<file path="src/rtl/wb_arb_pkg.sv">
// Shared types and defaults for the register-file writeback arbiter.
package wb_arb_pkg;

    localparam int unsigned DEF_XLEN       = 32;
    localparam int unsigned DEF_REG_ADDR_W = 5;
    localparam int unsigned X0_IDX         = 0;

    typedef enum logic [1:0] {
        IDLE  = 2'd0,
        WAIT  = 2'd1,
        FORCE = 2'd2
    } arb_state_t;

endpackage

</file>
<file path="src/rtl/wb_hold_buf.sv">
// One-entry parking buffer for a multi-cycle result awaiting the write port.
module wb_hold_buf #(
    parameter int unsigned XLEN       = 32,
    parameter int unsigned REG_ADDR_W = 5
) (
    input  logic                  clk,
    input  logic                  reset,
    input  logic                  load,
    input  logic                  drain,
    input  logic                  discard,
    input  logic [REG_ADDR_W-1:0] in_rd,
    input  logic [XLEN-1:0]       in_data,
    output logic                  hold_valid,
    output logic [REG_ADDR_W-1:0] hold_rd,
    output logic [XLEN-1:0]       hold_data
);

    // Load has precedence; it never coincides with drain/discard since loads only happen when empty.
    always_ff @(posedge clk or negedge reset) begin
        if (!reset) begin
            hold_valid <= 1'b0;
            hold_rd    <= '0;
            hold_data  <= '0;
        end else if (load) begin
            hold_valid <= 1'b1;
            hold_rd    <= in_rd;
            hold_data  <= in_data;
        end else if (drain || discard) begin
            hold_valid <= 1'b0;
        end
    end

endmodule

</file>
<file path="src/rtl/reg_wb_arbiter.sv">
// Arbitrates the reg_file write port between the core writeback path and parked multi-cycle results.
module reg_wb_arbiter
    import wb_arb_pkg::*;
#(
    parameter int unsigned MAX_WAIT   = 4,
    parameter int unsigned XLEN       = DEF_XLEN,
    parameter int unsigned REG_ADDR_W = DEF_REG_ADDR_W
) (
    input  logic                  clk,
    input  logic                  reset,
    input  logic                  core_we,
    input  logic [REG_ADDR_W-1:0] core_rd,
    input  logic [XLEN-1:0]       core_data,
    output logic                  core_stall,
    input  logic                  mc_valid,
    output logic                  mc_ready,
    input  logic [REG_ADDR_W-1:0] mc_rd,
    input  logic [XLEN-1:0]       mc_data,
    output logic                  reg_write,
    output logic [REG_ADDR_W-1:0] rd_sel,
    output logic [XLEN-1:0]       wb_data,
    output logic                  pend_valid,
    output logic [REG_ADDR_W-1:0] pend_rd
);

    localparam int unsigned CNT_W = $clog2(MAX_WAIT + 1);

    arb_state_t            state_q, state_d;
    logic [CNT_W-1:0]      wait_cnt_q, wait_cnt_d;
    logic [CNT_W-1:0]      cnt_inc;
    logic                  core_eff;
    logic                  load;
    logic                  drain;
    logic                  discard;
    logic                  hold_valid;
    logic [REG_ADDR_W-1:0] hold_rd;
    logic [XLEN-1:0]       hold_data;

    // A write to x0 is architecturally a no-op, so it never claims the port.
    assign core_eff   = core_we && (core_rd != REG_ADDR_W'(X0_IDX));
    assign mc_ready   = !hold_valid;
    assign load       = mc_valid && mc_ready && (mc_rd != REG_ADDR_W'(X0_IDX));
    assign pend_valid = hold_valid;
    assign pend_rd    = hold_rd;
    assign cnt_inc    = wait_cnt_q + CNT_W'(1);

    wb_hold_buf #(
        .XLEN       (XLEN),
        .REG_ADDR_W (REG_ADDR_W)
    ) u_hold (
        .clk        (clk),
        .reset      (reset),
        .load       (load),
        .drain      (drain),
        .discard    (discard),
        .in_rd      (mc_rd),
        .in_data    (mc_data),
        .hold_valid (hold_valid),
        .hold_rd    (hold_rd),
        .hold_data  (hold_data)
    );

    // State and starvation counter registers.
    always_ff @(posedge clk or negedge reset) begin
        if (!reset) begin
            state_q    <= IDLE;
            wait_cnt_q <= '0;
        end else begin
            state_q    <= state_d;
            wait_cnt_q <= wait_cnt_d;
        end
    end

    // Next-state, starvation counting and the same-cycle port mux.
    always_comb begin
        state_d    = state_q;
        wait_cnt_d = wait_cnt_q;
        reg_write  = 1'b0;
        rd_sel     = core_rd;
        wb_data    = core_data;
        core_stall = 1'b0;
        drain      = 1'b0;
        discard    = 1'b0;

        if (hold_valid && ((state_q == FORCE) || !core_eff)) begin
            drain     = 1'b1;
            reg_write = 1'b1;
            rd_sel    = hold_rd;
            wb_data   = hold_data;
        end else if (core_eff) begin
            reg_write = 1'b1;
        end

        // Core result to the same register is newer; the parked value is stale.
        if (hold_valid && (state_q == WAIT) && core_eff && (core_rd == hold_rd)) begin
            discard = 1'b1;
        end

        if ((state_q == FORCE) && core_we) begin
            core_stall = 1'b1;
        end

        case (state_q)
            IDLE: begin
                wait_cnt_d = '0;
                if (load) begin
                    state_d = WAIT;
                end
            end
            WAIT: begin
                if (!hold_valid || drain || discard) begin
                    state_d    = IDLE;
                    wait_cnt_d = '0;
                end else if (core_eff) begin
                    wait_cnt_d = cnt_inc;
                    if (cnt_inc == CNT_W'(MAX_WAIT)) begin
                        state_d = FORCE;
                    end
                end
            end
            FORCE: begin
                state_d    = IDLE;
                wait_cnt_d = '0;
            end
            default: begin
                state_d    = IDLE;
                wait_cnt_d = '0;
            end
        endcase

        // Reset must silence the port immediately, even with the core still requesting.
        if (!reset) begin
            reg_write  = 1'b0;
            core_stall = 1'b0;
        end
    end

endmodule

</file>
<file path="config.mk">
export PLATFORM = sky130hd
export DESIGN_NAME = reg_wb_arbiter
export DESIGN_NICKNAME = d
export VERILOG_FILES = /design/src/rtl/wb_arb_pkg.sv /design/src/rtl/wb_hold_buf.sv /design/src/rtl/reg_wb_arbiter.sv
export SDC_FILE = /design/constraint.sdc
export NUM_CORES = 1
export LEC_CHECK = 0
export BUFFER_PORTS_ARGS = -buffer_cell sky130_fd_sc_hd__buf_4
export CAP_MARGIN = 20
export CORE_MARGIN = 4
export CORE_UTILIZATION = 49
export CTS_CLUSTER_SIZE = 12
export DETAILED_ROUTE_END_ITERATION = 12
export PLACE_DENSITY = 0.86
export SYNTH_ARGS = -nofsm -noshare
export SYNTH_HDL_FRONTEND = slang
export SYNTH_SLANG_ARGS = --single-unit
</file>
<file path="constraint.sdc">
create_clock -name clk -period 2.59 [get_ports clk]
set_input_delay 0.259 -clock clk [delete_from_list [all_inputs] [get_ports clk]]
set_output_delay 0.259 -clock clk [all_outputs]
set_load 0.02 [all_outputs]
</file>
Word level (Yosys, flattened, before mapping):

Index checks and enable logic that the tools add are counted.

* $add $sub $neg: 1
* equal/unequal tests: 7
* mux-type cells: 19
* reductions and logical operators: 19

Operators with widths (count)
* 32-bit two-way mux: 1
* 5-bit nonzero test: 2
* 1-bit two-way mux: 9
* 3-bit two-way mux: 3
* 1-bit logical AND: 8
* 2-bit two-way mux: 4
* 5-bit == test: 1
* 5-bit two-way mux: 1
* 1-bit logical OR: 4
* 2-bit case mux with 2 select lines: 1
* 3-bit by 1-bit adder with 3-bit output (second input constant): 1
* 3-bit == test (second input constant): 1
* 3-bit by 1-bit inequality test with 1-bit output (second input constant): 1
* 3-bit by 2-bit inequality test with 1-bit output (second input constant): 1
* 3-bit AND reduction: 1
* 2-bit by 1-bit == test with 1-bit output (second input constant): 1
* 2-bit == test (second input constant): 1
* 1-bit logical NOT: 2
* 2-bit logical NOT: 1
* 2-bit inequality test (second input constant): 1
* 2-bit nonzero test: 1

* register bits after elaboration: 43
* output and inout bits: 46

Longest topological paths before layout:

Gate-level depths: netlist (run 1).

* word-level depth: 10
* mapped depth: 5
* depth with buffers taken out: 5

Hierarchy:

From an unflattened synthesis (run 1), not the netlist that was laid out.

* cell total of the unflattened synthesis: 159
* area total of the unflattened synthesis: 2368.5 µm²

Modules (own cells, without submodules)
* wb_hold_buf: times used 1, cells an instance 81, area an instance 1488.9 µm², sequential area each 950.9 µm²
* reg_wb_arbiter: times used 1, cells an instance 78, area an instance 879.6 µm², sequential area each 125.1 µm²

Worst setup path before layout (run 1):

No wires, ideal clock.

* path type: input port to output port
* start: in core_rd[3]
* end: out rd_sel[0]
* arrival: 1680 ps
* data required time: 2331 ps
* path slack: 651 ps
* cell stages on the path: 5
* buffers on the path: 1
* cell sequence: or4_4 > o21ai_4 > o21ai_4 > buf_6 > mux2_4

* cells in the longest elaborated chain, start to end: 6

Ends and longest elaborated chain
* start: declaration: RTL line reg_wb_arbiter.sv:12 `input logic [REG_ADDR_W-1:0] core_rd,`
* 5-bit nonzero test: RTL line reg_wb_arbiter.sv:40 `assign core_eff = core_we && (core_rd != REG_ADDR_W'(X0_IDX));`
* 1-bit logical AND: RTL line reg_wb_arbiter.sv:40
* 1-bit logical NOT: RTL line reg_wb_arbiter.sv:85 `if (hold_valid && ((state_q == FORCE) || !core_eff)) begin`
* 1-bit logical OR: RTL line reg_wb_arbiter.sv:85
* 1-bit logical AND: RTL line reg_wb_arbiter.sv:85
* 5-bit two-way mux: RTL line reg_wb_arbiter.sv:85
* end: declaration: RTL line reg_wb_arbiter.sv:20 `output logic [REG_ADDR_W-1:0] rd_sel,`

No other way between the ends.

Worst setup path after layout (run 1):

* start: reg state_q[1]
* end: out wb_data[4]

* cells in the longest elaborated chain, start to end: 4

Ends and longest elaborated chain
* start: declaration: RTL line reg_wb_arbiter.sv:28 `arb_state_t state_q, state_d;`
* start signal: assignment: RTL line reg_wb_arbiter.sv:69 `state_q <= state_d;`
* 2-bit == test: RTL line reg_wb_arbiter.sv:85
* 1-bit logical OR: RTL line reg_wb_arbiter.sv:85
* 1-bit logical AND: RTL line reg_wb_arbiter.sv:85
* 32-bit two-way mux: RTL line reg_wb_arbiter.sv:85
* end: declaration: RTL line reg_wb_arbiter.sv:21 `output logic [XLEN-1:0] wb_data,`

No other way between the ends.

==> impl_metrics.py, run 1 <==
metrics = {
    "status": {
        "status": "completed",
    },
    "drt": {
        "drc": 0,
        "drtAntennaViolNets": 0,
        "met3WireLength_um": 459,
        "drt_first_pass_iters": 4,
        "wl_per_cell_um": 16.39,
        "drt_wl_total_um": 5670,
        "drtIter0Drc": 56,
        "m1WireLength_um": 2156,
        "routed-wl-met2_um": 3005,
        "avgViaCountPerCell": 5.159,
        "vias": 1785,
        "highest_layer": "met4",
    },
    "critical_path": {
        "timing.rr.start": "u_hold.hold_valid$_DFFE_PN0P_",
        "cp.required_ns": 2.33,
        "cp-startpoint": "state_q[1]$_DFFE_PN0P_",
        "critPathKind": "flip-flop to primary output",
        "cp_data_arrival_time_ns": 1.91,
        "worstRegToRegCells": 4,
        "start_kind": "flip-flop",
        "worstPathMaxFanout": 37,
        "cp-end-kind": "primary output",
    },
    "floorplan": {
        "ios": 124,
        "die_w_um": 77.10,
        "core-area_um2": 4474,
        "start_util_pct": 52.29,
        "dieHeight_um": 77.10,
        "rows": 24,
        "design.die.area_um2": 5944,
    },
    "synth": {
        "synth_compound_area_share_pct": 3.904,
        "ys_types": 29,
        "ys_warn_count": 0,
        "netlist_area_um2": 2340,
        "async_flop_share_pct": 100.0,
        "synth_top_area_share_pct": 45.99,
        "yosysMostFrequentCell": "dfrtp_1",
        "synth_seq_cells": 43,
        "synth_adder_area_share_pct": 1.070,
        "synthXorXnorAreaFrac_pct": 2.246,
        "synth_flop_cell": "dfrtp_1",
        "synthSimpleGateAreaFrac_pct": 5.508,
        "synth_nets": 245,
        "avgSynthCellArea_um2": 14.18,
        "synth_mux_area_share_pct": 38.50,
        "synth_commonest_cells": "dfrtp_1 (43), mux2_2 (34), mux2_4 (30), nand2_1 (11), mux2_1 (6)",
        "synth_top_family_by_area": "multiplexers",
        "synth_edf_count": 0,
        "yosys.area.top_type": "dfrtp_1",
        "ys_seq_area_share_pct": 45.99,
        "synthTopCellsByArea": "dfrtp_1 (46%), mux2_4 (19%), mux2_2 (16%)",
        "synthCells": 165,
    },
    "hold_path": {
        "hold_path_depth": 3,
        "hold_class": "input pin to flip-flop",
        "hp-start": "mc_rd[3]",
    },
    "pwr": {
        "p_leak_uw": 0.001748,
        "power_uw": 2253,
        "p_per_area_nw_per_um2": 655.9,
        "vdd_ir_drop_max_uv": 425.7,
    },
    "grt": {
        "grt_pass1_wl_um": 9453,
        "grt_usage_pct": 19.71,
        "grt_pass1_vias": 1952,
        "antenna_found_initial": 0,
        "grt_remaining_overflow": 0,
        "grt_max_degree": 41,
    },
    "timing": {
        "setup_viol": 0,
        "relSlewSlack_pct": 54.23,
        "hold_violations": 0,
        "fin_crit_sh_pct": 83.57,
        "tightestPinTransition_ns": 0.6813,
        "clock_skew_ns": 0.01050,
        "slew_viol_final": 0,
        "rsz0062_at_grt": "false",
        "holdWs_ns": 0.1567,
        "fin_setup_tns_ns": 0,
        "finalCriticalPeriod_ns": 2.164,
        "max_freq_ghz": 0.4620,
    },
    "cells_and_area": {
        "fin_cells": 346,
        "fin_nets": 373,
        "antennaDiodeCount": 0,
        "drive_above_1_share_pct": 69.05,
        "area_growth_pct": 46.79,
        "fillCellCount": 321,
    },
    "clock_tree": {
        "cts_setup_buffers": 0,
        "root_buffer": "clkbuf_8",
        "cts.path.max_buffers": 2,
        "clk_pin_slew_ns": 0.08,
        "cts.sinks": 43,
        "clk_latency_ns": 0.29,
        "cts_tree": "built",
        "htreeDepth": 2,
        "cts_buffers": 5,
    },
    "placement": {
        "io_buffers": 123,
        "place.gp.congestion": 0.8214,
        "placed_cells": 337,
        "dpl.hpwl_um": 4399,
    },
    "run": {
        "cap_violations": 0,
    },
}
==> logic make-up (layout without fill, tap and decap cells) <==
group / count (synthesis) / in the layout
flops: 43 / 43
buf+inv: 10 / 139
compound gates: 10 / 10
mux: 70 / 70
simple gates: 24 / 24
fa+ha+maj: 2 / 2
xor+xnor: 6 / 6
==> layout by cell type (no fill, tap or decap), types with 2 or more instances in the layout <==
cell type,count
clkbuf_8,5
mux2_4,30
ha_1,2
o21ai_4,3
nor4_1,3
buf_4,125
mux2_2,34
nand2_1,11
buf_12,2
dfrtp_1,43
mux2_1,6
xnor2_1,3
clkinv_2,3
xor2_1,3
inv_1,3
nor2b_1,3
==> final timing paths <==
path                                                         end  slack, ns
worst max register to register  u_hold.hold_data[31]$_DFFE_PN0P_       0.90
max in group asynchronous       u_hold.hold_data[15]$_DFFE_PN0P_       1.60
worst min-delay path               u_hold.hold_rd[3]$_DFFE_PN0P_       0.16
worst min register to register         wait_cnt_q[0]$_DFFE_PN0P_       0.49
min in group asynchronous              wait_cnt_q[2]$_DFFE_PN0P_       0.37
worst max-delay path                                  wb_data[4]       0.43
==> worst max-delay path, stage by stage (launching register included) <==
cell	delay, ns
dfrtp_1	0.41
nor2b_1	0.20
o21ai_4	0.18
buf_12	0.28
mux2_2	0.37
buf_4	0.16
==> report_power, final <==
group | internal [uW] | switching (uW) | total, uW
registers | 829 | 107 | 936
clock network | 185 | 226 | 411
logic | 514 | 392 | 906
total | 1530 | 726 | 2250
==> metal layers <==
metal  vias to the layer above  global-route usage (%)
met5                         -                       0
met4                         0                   5.338
met3                         7                   6.089
met2                        81                   36.32
met1                       846                   21.81
li1                        851                       -
==> final cells by class <==
type                            count  area (um2)  area share (%)
Multi-Input combinational cell    112        1210           35.23
Sequential cell                    43        1076           31.33
Timing Repair Buffer              128       988.4           28.78
Clock buffer                        5       68.82           2.004
Tap cell                           52       65.06           1.894
Clock inverter                      3       15.01          0.4372
Inverter                            3       11.26          0.3279
==> flip-flops by register name, summed over array words and instances, names as in the netlist <==
signal and cells:
u_hold.hold_data 32, wait_cnt_q 3, u_hold.hold_valid 1, u_hold.hold_rd 5, state_q 2
==> repair_timing <==
action	4_1_cts	5_1_grt
hold endpoints to repair	16	0
hold buffers	1	0
gates resized for setup	0	0
==> metrics by stage <==
step	setup WS (ns)	area [um2]	utilization, %
2_1_floorplan	0.6505	2340	-
3_3_place_gp	0.4841	3341	74.66
3_5_place_dp	0.4599	3341	74.66
4_1_cts	0.4272	3435	76.76
5_1_grt	0.3611	3435	76.76
6_report	0.4256	3435	76.76
Power figures use the tool's default switching activity.
==> inputs of run 2 (changes only) <==
--- a/config.mk
+++ b/config.mk
@@ -8,10 +8,10 @@
 export BUFFER_PORTS_ARGS = -buffer_cell sky130_fd_sc_hd__buf_4
 export CAP_MARGIN = 20
 export CORE_MARGIN = 4
-export CORE_UTILIZATION = 49
+export CORE_UTILIZATION = 45
 export CTS_CLUSTER_SIZE = 12
 export DETAILED_ROUTE_END_ITERATION = 12
-export PLACE_DENSITY = 0.86
+export PLACE_DENSITY = 0.8
 export SYNTH_ARGS = -nofsm -noshare
 export SYNTH_HDL_FRONTEND = slang
 export SYNTH_SLANG_ARGS = --single-unit
==> constraint.sdc (replaced) <==
create_clock -name clk -period 2.2 [get_ports clk]
set_input_delay 0.22 -clock clk [delete_from_list [all_inputs] [get_ports clk]]
set_output_delay 0.22 -clock clk [all_outputs]
set_load 0.02 [all_outputs]
==> run 2 against run 1 <==
Compared with the run above: global-route usage fell by 1.3 points; clock skew is 0.00076 ns lower; first-iteration DRC count grew 18%; largest cell class unchanged.
==> impl_metrics.py, run 2 (synthesis results as in run 1) <==
metrics = {
    "timing": {
        "tightestPinTransition_ns": 0.6597,
        "fin_crit_sh_pct": 93.67,
        "fin_setup_tns_ns": 0,
        "hold_violations": 0,
        "clock_skew_ns": 0.009731,
        "slew_viol_final": 0,
        "max_freq_ghz": 0.4853,
        "relSlewSlack_pct": 55.68,
        "finalCriticalPeriod_ns": 2.061,
        "setup_viol": 0,
        "rsz0062_at_grt": "false",
    },
    "cells_and_area": {
        "drive_above_1_share_pct": 69.26,
        "fin_nets": 375,
        "design_area_um2": 3522,
        "biggestRegsByFlops": "u_hold.hold_data x32, u_hold.hold_rd x5, wait_cnt_q x3",
        "fillCellCount": 378,
        "regMostFlops": "u_hold.hold_data",
        "largest_reg_flops": 32,
        "area_growth_pct": 50.53,
        "final_common_cell": "buf_4",
        "antennaDiodeCount": 0,
        "layout_common_cells": "buf_4 (125), dfrtp_1 (43), mux2_2 (34)",
    },
    "clock_tree": {
        "clk_latency_ns": 0.30,
        "clk_pin_slew_ns": 0.09,
        "cts_tree": "built",
        "cts-resized-gates": 0,
        "root_buffer": "clkbuf_8",
        "htreeDepth": 2,
        "cts_setup_buffers": 0,
        "cts_buffers": 5,
        "ctsHoldBuffers": 1,
        "cts.path.max_buffers": 2,
        "cts.sinks": 43,
    },
    "drt": {
        "vias": 1796,
        "drtAntennaViolNets": 0,
        "wl_per_cell_um": 16.13,
        "drc": 0,
        "drt_wl_total_um": 5855,
        "drtIter0Drc": 66,
        "drt_first_pass_iters": 4,
        "avgViaCountPerCell": 4.948,
    },
    "critical_path": {
        "crit_chain": "nor2b_1, o21ai_4, buf_12, mux2_2, buf_4",
        "worstRegToRegCells": 4,
        "critPathBufInv": 2,
        "cp-startpoint": "state_q[1]$_DFFE_PN0P_",
        "cp.required_ns": 1.98,
        "cp_slowest_cell": "dfrtp_1",
        "critPathKind": "flip-flop to primary output",
        "start_kind": "flip-flop",
        "r2r_setup_slack_ns": 0.54,
        "max_stage_delay_ns": 0.39,
        "cp-end-kind": "primary output",
        "cp-endpoint": "rd_sel[4]",
        "timing.rr.start": "u_hold.hold_valid$_DFFE_PN0P_",
        "cpLargestDelayFamily": "flip-flops",
        "cp_data_arrival_time_ns": 1.84,
        "cp.depth": 5,
        "worstPathMaxFanout": 18,
        "reg2reg_to": "u_hold.hold_data[31]$_DFFE_PN0P_",
    },
    "floorplan": {
        "die_w_um": 80.11,
        "design.die.area_um2": 6417,
        "ios": 124,
        "start_util_pct": 47.95,
        "core-area_um2": 4880,
        "dieHeight_um": 80.11,
        "rows": 25,
    },
    "placement": {
        "placed_cell_area_um2": 3400,
        "place.gp.congestion": 0.7251,
        "dpl.hpwl_um": 4717,
        "io_buffers": 123,
    },
    "pwr": {
        "p_leak_uw": 0.001779,
        "vdd_ir_drop_max_uv": 595.2,
        "p_per_area_nw_per_um2": 794.3,
    },
    "grt": {
        "grt_usage_pct": 18.37,
        "antenna_found_initial": 0,
        "grt_pass1_wl_um": 9121,
        "grt_remaining_overflow": 0,
        "grt_max_degree": 34,
        "grt_pass1_vias": 1892,
    },
    "hold_path": {
        "hold_class": "input pin to flip-flop",
    },
    "status": {
        "status": "completed",
    },
    "run": {
        "cap_violations": 0,
    },
}
run 2: metal layers:
| layer | wire length, um | track usage, % | vias up |
|---|---|---|---|
| met3 | 503 | 6.278 | 6 |
| met2 | 3217 | 32.62 | 64 |
| met4 | 57 | 4.561 | 0 |
| met5 | 0 | 0 | - |
| li1 | - | - | 853 |
| met1 | 2077 | 21.08 | 873 |
run 2: through the flow:
stage	hold slack (ns)	total power (uW)	utilization, %	instances	worst slack (ns)
after floorplan	-0.07559	1748	-	165	0.3385
after global placement	0.07137	2179	69.67	354	0.1885
after detailed placement	0.07277	2217	69.67	354	0.1773
after CTS	0.1212	2832	72.18	363	0.1205
after global routing	0.1193	2952	72.18	363	0.05779
final	0.1303	2797	72.18	363	0.1392
run 2: worst min path at each step:
stage	start	to	slack, ns	cells past startpoint
after floorplan	reset	state_q[0]$_DFFE_PN0P_	-0.08	0
after global placement	reset	u_hold.hold_valid$_DFFE_PN0P_	0.07	1
after detailed placement	reset	u_hold.hold_valid$_DFFE_PN0P_	0.07	1
after CTS	mc_data[3]	u_hold.hold_data[3]$_DFFE_PN0P_	0.12	2
after global routing	mc_data[3]	u_hold.hold_data[3]$_DFFE_PN0P_	0.12	2
final	mc_data[3]	u_hold.hold_data[3]$_DFFE_PN0P_	0.13	2
run 2: cell type report:
type / instances / area [um2] / area share [%]
multi-input combinational: 112 / 1210 / 34.35
sequential: 43 / 1076 / 30.55
timing repair buffer: 130 / 1028 / 29.20
tap: 67 / 83.83 / 2.380
clock buffer: 5 / 68.82 / 1.954
clock inverter: 3 / 43.79 / 1.243
inverter: 3 / 11.26 / 0.3197
run 2: report_power, final:
group / total [uW] / switching [uW] / internal, uW
logic: 1080 / 463 / 621
registers: 1110 / 133 / 976
clock network: 606 / 268 / 338
total: 2800 / 863 / 1930
==> inputs of run 3 (changes only) <==
--- a/config.mk
+++ b/config.mk
@@ -8,10 +8,10 @@
 export BUFFER_PORTS_ARGS = -buffer_cell sky130_fd_sc_hd__buf_4
 export CAP_MARGIN = 20
 export CORE_MARGIN = 4
-export CORE_UTILIZATION = 45
+export CORE_UTILIZATION = 49
 export CTS_CLUSTER_SIZE = 12
 export DETAILED_ROUTE_END_ITERATION = 12
-export PLACE_DENSITY = 0.8
+export PLACE_DENSITY = 0.86
 export SYNTH_ARGS = -nofsm -noshare
 export SYNTH_HDL_FRONTEND = slang
 export SYNTH_SLANG_ARGS = --single-unit
==> constraint.sdc (replaced) <==
create_clock -name clk -period 2.6 [get_ports clk]
set_input_delay 0.26 -clock clk [delete_from_list [all_inputs] [get_ports clk]]
set_output_delay 0.26 -clock clk [all_outputs]
set_load 0.01 [all_outputs]
==> run 3 against run 2 <==
Compared with the run above: sequential share of layout area rose by 0.74 points; sequential power fell by 16%; non-clock buffer count fell by 2; die area fell by 7.4%; global-route usage rose by 0.63 points; via count rose by 0.67%; first-iteration DRC count fell by 36%; combinational power fell by 26%; register-to-register slack improved by 0.39 ns; clock skew fell by 0.0046 ns; critical endpoint is now wb_data[5]; worst setup slack improved by 0.34 ns.
==> impl_metrics.py, run 3 (synthesis results as in run 1) <==
metrics = {
    "status": {
        "status": "completed",
    },
    "drt": {
        "wl_per_cell_um": 16.06,
        "drc": 0,
        "drtIter0Drc": 42,
        "avgViaCountPerCell": 5.241,
        "drtAntennaViolNets": 0,
        "drt_first_pass_iters": 5,
        "vias": 1808,
        "drt_wl_total_um": 5539,
    },
    "cells_and_area": {
        "layout_common_cells": "buf_4 (125), dfrtp_1 (43), mux2_2 (34)",
        "largest_reg_flops": 32,
        "fin_nets": 373,
        "antennaDiodeCount": 0,
        "area_growth_pct": 46.95,
        "fillCellCount": 323,
        "final_common_cell": "buf_4",
        "regMostFlops": "u_hold.hold_data",
        "final-seq-area_um2": 1076,
        "biggestRegsByFlops": "u_hold.hold_data x32, u_hold.hold_rd x5, wait_cnt_q x3",
        "drive_above_1_share_pct": 68.94,
        "multiInputGateArea_um2": 1210,
        "post-route-util_pct": 76.85,
    },
    "floorplan": {
        "design.die.area_um2": 5944,
        "die_w_um": 77.10,
        "dieHeight_um": 77.10,
        "core-area_um2": 4474,
        "ios": 124,
        "start_util_pct": 52.29,
        "rows": 24,
    },
    "clock_tree": {
        "htreeDepth": 2,
        "cts_setup_buffers": 0,
        "clk_latency_ns": 0.28,
        "cts.sinks": 43,
        "cts_buffers": 5,
        "cts_tree": "built",
        "root_buffer": "clkbuf_8",
        "clk_pin_slew_ns": 0.08,
        "cts.path.max_buffers": 2,
    },
    "grt": {
        "grt_usage_pct": 19.00,
        "grt_pass1_vias": 1996,
        "antenna_found_initial": 0,
        "grt_max_degree": 41,
        "grt_remaining_overflow": 0,
        "grt_pass1_wl_um": 9163,
    },
    "critical_path": {
        "max_stage_delay_ns": 0.54,
        "crit_chain": "buf_4, or4_4, o21ai_4, o21ai_4, buf_12, mux2_4, buf_4",
        "cpLargestDelayFamily": "simple AND/OR/NAND/NOR gates",
        "cp_slowest_cell": "or4_4",
        "start_kind": "input pin",
        "worstRegToRegCells": 4,
        "cp_data_arrival_time_ns": 1.86,
        "worstPathMaxFanout": 37,
        "cp.required_ns": 2.34,
        "reg2reg_to": "u_hold.hold_data[31]$_DFFE_PN0P_",
        "critPathKind": "input pin to primary output",
        "cp-endpoint": "wb_data[5]",
        "timing.rr.start": "u_hold.hold_valid$_DFFE_PN0P_",
        "cp.depth": 7,
        "r2r_setup_slack_ns": 0.93,
        "cp-end-kind": "primary output",
        "cp-startpoint": "core_rd[3]",
        "critPathBufInv": 3,
    },
    "timing": {
        "setup_viol": 0,
        "fin_setup_tns_ns": 0,
        "hold_violations": 0,
        "slew_viol_final": 0,
        "holdWs_ns": 0.1767,
        "finalCriticalPeriod_ns": 2.124,
        "setup_slack_ns": 0.4756,
        "rsz0062_at_grt": "false",
        "fin_crit_sh_pct": 81.71,
        "relSlewSlack_pct": 52.01,
        "tightestPinTransition_ns": 0.7144,
        "max_freq_ghz": 0.4707,
        "clock_skew_ns": 0.005125,
    },
    "placement": {
        "place_worst_setup_slack_ns": 0.4769,
        "dpl.hpwl_um": 4243,
        "io_buffers": 123,
        "place.gp.congestion": 0.8251,
    },
    "pwr": {
        "p_leak_uw": 0.001748,
        "p_per_area_nw_per_um2": 627.7,
        "vdd_ir_drop_max_uv": 378.7,
    },
    "hold_path": {
        "hold_class": "input pin to flip-flop",
    },
    "run": {
        "cap_violations": 0,
    },
}
-- run 3: changes by cell type in the layout (fill, tap and decap cells not counted) --
| cell | previous run | this run |
|---|---|---|
| clkbuf_8 | 5 | 6 |
| bufinv_16 | 1 | 0 |
| clkinv_4 | 1 | 0 |
| buf_12 | 4 | 2 |
-- run 3: worst register-to-register path: stages (launching register included) --
cell	delay [ns]
dfrtp_1	0.48
nor2b_1	0.41
o21ai_4	0.12
buf_12	0.20
mux2_1	0.35
-- run 3: worst min-delay path by stage --
stage | cells past startpoint | slack [ns] | endpoint | from
after floorplan | 0 | -0.04 | state_q[0]$_DFFE_PN0P_ | reset
after global placement | 1 | 0.15 | u_hold.hold_rd[1]$_DFFE_PN0P_ | reset
after detailed placement | 1 | 0.15 | u_hold.hold_rd[1]$_DFFE_PN0P_ | reset
after CTS | 3 | 0.17 | u_hold.hold_rd[0]$_DFFE_PN0P_ | mc_rd[0]
after global routing | 2 | 0.17 | u_hold.hold_data[0]$_DFFE_PN0P_ | mc_data[0]
final | 3 | 0.18 | u_hold.hold_rd[0]$_DFFE_PN0P_ | mc_rd[0]
-- run 3: power by group --
part           internal (uW)  switching [uW]
Combinational            507             297
Clock                    209             215
Sequential               825             106
Total                   1540             617
-- run 3: per-layer routing --
layer / vias up / part of all wire [%] / global-route usage (%)
li1: 852 / - / -
met1: 873 / 38 / 20.88
met2: 81 / 53 / 35.54
met3: 2 / 8.9 / 6.792
met4: 0 / 0.27 / 3.025
met5: - / 0 / 0
-- run 3: cell type report --
| type | count | share of cell area, % |
|---|---|---|
| flip-flops and latches | 43 | 31.30 |
| repair buffers | 128 | 28.75 |
| well taps | 52 | 1.892 |
| inverters | 3 | 0.3275 |
| clock buffers | 6 | 2.402 |
| clock inverters | 1 | 0.1456 |
| multi-input cells | 112 | 35.19 |
-- run 3: metrics by stage --
stage          cell area [um2]  cells  total power [uW]
6_report                  3438    345              2158
3_5_place_dp              3341    337              1756
5_1_grt                   3438    345              2291
2_1_floorplan             2340    165              1383
3_3_place_gp              3341    337              1724
4_1_cts                   3438    345              2183
-- run 3: what timing repair did --
action / in CTS / in global routing
endpoints found under the hold margin: 16 / 0
hold buffers: 1 / 0
gates resized for setup: 0 / 0
setup endpoints to repair: 0 / 0
